**src/rtl/sp_ram_pkg.sv**
```systemverilog
// Shared constants for the sp_ram_param storage primitive: read-during-write
// mode codes, fill FSM state encodings and a byte-parity helper.
package sp_ram_pkg;

  localparam int unsigned RDW_READ_FIRST  = 0;
  localparam int unsigned RDW_WRITE_FIRST = 1;
  localparam int unsigned RDW_NO_CHANGE   = 2;

  localparam logic [0:0] ST_FILL = 1'b0;
  localparam logic [0:0] ST_RUN  = 1'b1;

  // Even parity: the stored bit makes the 9-bit group an even count of ones.
  function automatic logic byte_par(input logic [7:0] b);
    return ^b;
  endfunction

endpackage

```
**src/rtl/sp_ram_fill_fsm.sv**
```systemverilog
// Post-reset zero-fill sequencer for sp_ram_param: walks every word once,
// raising busy and a fill write strobe, then parks in RUN.
module sp_ram_fill_fsm
  import sp_ram_pkg::*;
#(
  parameter int unsigned ADDR_W = 6
) (
  input  logic              clk,
  input  logic              rst,
  output logic              busy,
  output logic              fill_we,
  output logic [ADDR_W-1:0] fill_addr
);

  logic [0:0]        state;
  logic [ADDR_W-1:0] ptr;

  always_ff @(posedge clk) begin
    if (rst) begin
      state <= ST_FILL;
      ptr   <= '0;
    end else if (state == ST_FILL) begin
      ptr <= ptr + 1'b1;
      if (ptr == '1) state <= ST_RUN;
    end
  end

  // rst is folded in so busy is high throughout reset, not one edge later.
  assign busy      = rst | (state == ST_FILL);
  assign fill_we   = ~rst & (state == ST_FILL);
  assign fill_addr = ptr;

endmodule

```
**src/rtl/sp_ram_param.sv**
```systemverilog
// Parametrised single-port synchronous RAM with byte enables, 1/2-cycle read
// latency, selectable read-during-write mode and zero-fill after reset.
// Optional per-lane even parity with error flag: define SP_RAM_PARITY_EN.
module sp_ram_param
  import sp_ram_pkg::*;
#(
  parameter int unsigned DATA_W     = 8,
  parameter int unsigned ADDR_W     = 6,
  parameter int unsigned RD_LATENCY = 1,
  parameter int unsigned RDW_MODE   = 0
) (
  input  logic                clk,
  input  logic                rst,
  input  logic [DATA_W-1:0]   data,
  input  logic [ADDR_W-1:0]   addr,
  input  logic                we,
  input  logic [DATA_W/8-1:0] be,
  input  logic                re,
  output logic [DATA_W-1:0]   q,
  output logic                q_valid,
  output logic                busy,
  output logic                perr
);

  localparam int unsigned DEPTH = 2**ADDR_W;
  localparam int unsigned NB    = DATA_W / 8;

  if (RD_LATENCY != 1 && RD_LATENCY != 2) begin : g_bad_latency
    $error("sp_ram_param: RD_LATENCY must be 1 or 2");
  end
  if (DATA_W % 8 != 0) begin : g_bad_width
    $error("sp_ram_param: DATA_W must be a multiple of 8");
  end

  logic              fill_we;
  logic [ADDR_W-1:0] fill_addr;

  sp_ram_fill_fsm #(.ADDR_W(ADDR_W)) u_fill (
    .clk      (clk),
    .rst      (rst),
    .busy     (busy),
    .fill_we  (fill_we),
    .fill_addr(fill_addr)
  );

  logic [DATA_W-1:0] mem [DEPTH];
  logic [DATA_W-1:0] old_word, merged, rd_word;
  logic              wr, rd, rd_ok, wfirst;

  assign wr     = ~busy & we;
  assign rd     = ~busy & re;
  assign wfirst = wr && (RDW_MODE == RDW_WRITE_FIRST);
  assign rd_ok  = rd && !(wr && (RDW_MODE == RDW_NO_CHANGE));

  always_comb begin
    old_word = mem[addr];
    merged   = old_word;
    for (int unsigned i = 0; i < NB; i++) begin
      if (be[i]) merged[8*i +: 8] = data[8*i +: 8];
    end
    rd_word = wfirst ? merged : old_word;
  end

  always_ff @(posedge clk) begin
    if (fill_we)  mem[fill_addr] <= '0;
    else if (wr)  mem[addr]      <= merged;
  end

  logic [DATA_W-1:0] q1;
  logic              v1;

  always_ff @(posedge clk) begin
    if (rst) begin
      q1 <= '0;
      v1 <= 1'b0;
    end else begin
      v1 <= rd_ok;
      if (rd_ok) q1 <= rd_word;
    end
  end

  if (RD_LATENCY == 2) begin : g_lat2
    logic [DATA_W-1:0] q2;
    logic              v2;
    always_ff @(posedge clk) begin
      if (rst) begin
        q2 <= '0;
        v2 <= 1'b0;
      end else begin
        v2 <= v1;
        if (v1) q2 <= q1;
      end
    end
    assign q       = q2;
    assign q_valid = v2;
  end else begin : g_lat1
    assign q       = q1;
    assign q_valid = v1;
  end

`ifdef SP_RAM_PARITY_EN
  logic [NB-1:0] par_mem [DEPTH];
  logic [NB-1:0] merged_par, rd_par;
  logic          rd_err, e1;

  always_comb begin
    merged_par = par_mem[addr];
    for (int unsigned i = 0; i < NB; i++) begin
      if (be[i]) merged_par[i] = byte_par(data[8*i +: 8]);
    end
    rd_par = wfirst ? merged_par : par_mem[addr];
    rd_err = 1'b0;
    for (int unsigned i = 0; i < NB; i++) begin
      rd_err = rd_err | (byte_par(rd_word[8*i +: 8]) ^ rd_par[i]);
    end
  end

  always_ff @(posedge clk) begin
    if (fill_we)  par_mem[fill_addr] <= '0;
    else if (wr)  par_mem[addr]      <= merged_par;
  end

  // The flag follows its read down the same pipeline and holds until the next valid.
  always_ff @(posedge clk) begin
    if (rst)        e1 <= 1'b0;
    else if (rd_ok) e1 <= rd_err;
  end

  if (RD_LATENCY == 2) begin : g_perr2
    logic e2;
    always_ff @(posedge clk) begin
      if (rst)     e2 <= 1'b0;
      else if (v1) e2 <= e1;
    end
    assign perr = e2;
  end else begin : g_perr1
    assign perr = e1;
  end
`else
  assign perr = 1'b0;
`endif

endmodule

```
**config.mk**
```make
export PLATFORM = sky130hd
export DESIGN_NAME = sp_ram_param
export DESIGN_NICKNAME = d
export VERILOG_FILES = /design/src/rtl/sp_ram_pkg.sv /design/src/rtl/sp_ram_fill_fsm.sv /design/src/rtl/sp_ram_param.sv
export SDC_FILE = /design/constraint.sdc
export NUM_CORES = 1
export LEC_CHECK = 0
export BUFFER_PORTS_ARGS = -buffer_cell sky130_fd_sc_hd__buf_4
export CAP_MARGIN = 40
export CORE_ASPECT_RATIO = 0.5
export CORE_MARGIN = 4
export CORE_UTILIZATION = 40
export CTS_CLUSTER_DIAMETER = 80
export DETAILED_ROUTE_END_ITERATION = 8
export MAX_ROUTING_LAYER = met4
export SLEW_MARGIN = 20
export SYNTH_ARGS = -nofsm -noshare
export SYNTH_HDL_FRONTEND = slang
export SYNTH_SLANG_ARGS = --single-unit
```
**constraint.sdc**
```tcl
create_clock -name clk -period 4.2 [get_ports clk]
set_clock_uncertainty 0.15 [all_clocks]
set_input_delay 0.42 -clock clk [delete_from_list [all_inputs] [get_ports clk]]
set_output_delay 0.42 -clock clk [all_outputs]
set_load 0.05 [all_outputs]
```
==> flow_summary.json <==
{
  "outcome": "finished clean",
  "die_h_um": 171,
  "cts_sinks": 528,
  "period_share_pct": 77.8,
  "synth_edf_count": 512,
  "htreeDepth": 2,
  "die_x_um": 333,
  "clk_latency_ns": 0.57,
  "critPathKind": "reg2reg",
  "clkTransAtPathRegs_ns": 0.06,
  "irDropWorstVdd_v": 0.000307,
  "hp-class": "in2reg",
  "cts-root-buf": "clkbuf_16",
  "netlist_top_cells_area": "edfxtp_1 (73%), mux2i_1 (8.8%), mux4_2 (4.7%), a22oi_1 (2.8%), dfxtp_1 (1.5%)",
  "cp_max_fo": 35,
  "synth.distinct_cells": 45,
  "ant_nets": 0,
  "antenna_found_initial": 0,
  "synth_seq_cells": 528,
  "final-setup-viol-count": 0,
  "tightest_slew_ns": 0.864,
  "synth_top_area_share_pct": 72.7,
  "vias": 11200,
  "ctsResizeCount": 0,
  "required_ns": 4.33,
  "p_leak_uw": 0.00909,
  "dpl_cell_area_sq_um": 22800,
  "hold_ws_ns": 0.0276,
  "cts_setup_buffers": 0,
  "grt_pass1_vias": 11100,
  "yosysMostFrequentCell": "edfxtp_1",
  "crit_slowest_cell": "nor2_1",
  "drt-wirelength-per-cell_um": 24.6,
  "crit_path_end_kind": "flop",
  "p_per_area_nw_per_um2": 419,
  "min_period_ns": 3.27,
  "finalSetupTns_ns": 0,
  "startpoint_type": "flop",
  "crit_buf_inv": 2,
  "first_iter_violations": 1209,
  "grt_usage_pct": 18.0,
  "max_freq_mhz": 306,
  "ys_warn_count": 0,
  "drive_gt1_share_pct": 19.2,
  "dr.pass1.iters": 5,
  "netlist_area_sq_um": 21100,
  "final_util_pct": 46.6,
  "wirelength_um": 49900,
  "drcViolationCount": 0,
  "grt_pass1_wl_um": 73600,
  "finalHoldViolations": 0,
  "seq_area_frac_synth_pct": 74.3,
  "hold_buffers": 0,
  "fin_nets": 1313,
  "cp.arrival_ns": 3.40,
  "pin_count": 30,
  "slew_viol_final": 0,
  "fin_area_sq_um": 24300,
  "synth_top_area_cell": "edfxtp_1",
  "total_power_uw": 10200,
  "max_stage_delay_ns": 0.63,
  "maxCapViolCount": 0,
  "rows": 59,
  "grt_overflow_total": 0,
  "crit_family": "simple AND/OR/NAND/NOR gates",
  "dp_hpwl_um": 31300,
  "area_growth_pct": 14.9,
  "cts_tree": "yes",
  "num_antenna_cells": 0,
  "avgSynthCellArea_sq_um": 17.9,
  "start_util_pct": 40.6,
  "dieArea_sq_um": 56800,
  "async_reset_ff_share_pct": 0,
  "post_drt_via_cell_ratio": 5.50,
  "ys.flop_type": "edfxtp_1",
  "gp_congestion": 0.878,
  "synth_common_cells": "edfxtp_1 (512), mux2i_1 (186), nor2_1 (79)",
  "max-slew-margin-rel_pct": 42.4,
  "grt_max_degree": 77,
  "core_area_sq_um": 52100,
  "syn_inst": 1178,
  "cts-buffers-inserted": 49,
  "rsz0062_at_grt": "no",
  "path_cells": "nor2b_1 -> nand2_1 -> buf_4 -> mux2i_1 -> nand2_1 -> nor2_1 -> buf_4",
  "cts_buffer_depth": 3,
  "port_buffers": 28,
  "syn-num-nets": 1198
}
-- worst paths after layout --
kind / startpoint / to / slack, ns / cells after the start
max: u_fill.state / mem[16][4] / 0.93 / 7
min: rst / u_fill.fill_addr[2] / 0.03 / 2
max reg2reg: u_fill.state / mem[16][4] / 0.93 / 7
min reg2reg: q[2] / q[2] / 0.35 / 2
-- power breakdown --
| part | total (uW) | internal [uW] | switching (uW) |
|---|---|---|---|
| sequential | 5710 | 5700 | 8.46 |
| combinational | 467 | 185 | 282 |
| clock | 4010 | 2210 | 1800 |
| total | 10200 | 8100 | 2090 |
-- layer usage --
| layer | global-route usage, % | part of all wire, % | up-vias |
|---|---|---|---|
| li1 | - | - | 4959 |
| met1 | 25.2 | 44 | 5772 |
| met4 | 4.41 | 2.0 | 0 |
| met2 | 27.6 | 47 | 362 |
| met5 | - | 0 | - |
| met3 | 3.31 | 7.3 | 70 |
-- registers in the layout, summed over array words and instances, names as in the netlist --
signal            count
u_fill.fill_addr      6
mem                 512
q_valid               1
u_fill.state          1
q                     8
-- cell usage in the layout (no fill, tap or decap), types with 5 or more instances in the layout --
cell type | synthesis | layout
edfxtp_1 | 512 | 512
o221ai_1 | 6 | 6
nand2b_1 | 8 | 8
mux4_2 | 44 | 44
o22ai_1 | 22 | 14
clkinv_1 | 0 | 10
nand2_1 | 40 | 40
o22ai_4 | 0 | 8
nand3b_1 | 12 | 12
a22oi_1 | 78 | 78
mux2i_1 | 186 | 186
a21oi_1 | 36 | 36
nor2_1 | 79 | 78
a31oi_1 | 5 | 5
buf_12 | 3 | 15
o21ai_0 | 6 | 6
dfxtp_1 | 16 | 16
clkinv_2 | 0 | 5
clkbuf_1 | 31 | 19
nor4_1 | 6 | 6
o21ai_1 | 11 | 11
clkbuf_16 | 0 | 49
buf_4 | 3 | 116
-- cell type report --
| class | count | area (sq um) |
|---|---|---|
| clock buffer | 68 | 1300 |
| clock inverter | 17 | 101 |
| timing repair buffer | 135 | 1270 |
| fill | 4426 | 27800 |
| sequential | 528 | 15700 |
| multi-input combinational | 576 | 5040 |
| inverter | 3 | 11.3 |
| tap | 701 | 877 |
-- worst reg2reg max path, cell delays in order, from the launching register on --
cell and delay [ns]:
dfxtp_1 0.42, nor2b_1 0.21, nand2_1 0.08, buf_4 0.42, mux2i_1 0.50, nand2_1 0.30, nor2_1 0.63, buf_4 0.27
-- per-stage QoR --
step | setup slack (ns) | instances
floorplan | 0.0672 | 1178
global placement | 0.439 | 1934
detailed placement | 0.380 | 1940
CTS | 0.967 | 2025
global route | 0.832 | 2028
finish | 0.932 | 2028
-- kinds of logic after synthesis --
family,count (synthesis),synth area share [%]
AO/OA/AOI/OAI,173,5.52
XOR/XNOR,5,0.207
adder cells (fa/ha/maj),1,0.0592
buffers and inverters,74,2.46
flip-flops,528,74.3
multiplexers,235,14.0
other,1,0.0177
AND/OR/NAND/NOR,161,3.42
No activity file was read; power rests on OpenSTA's default activity.
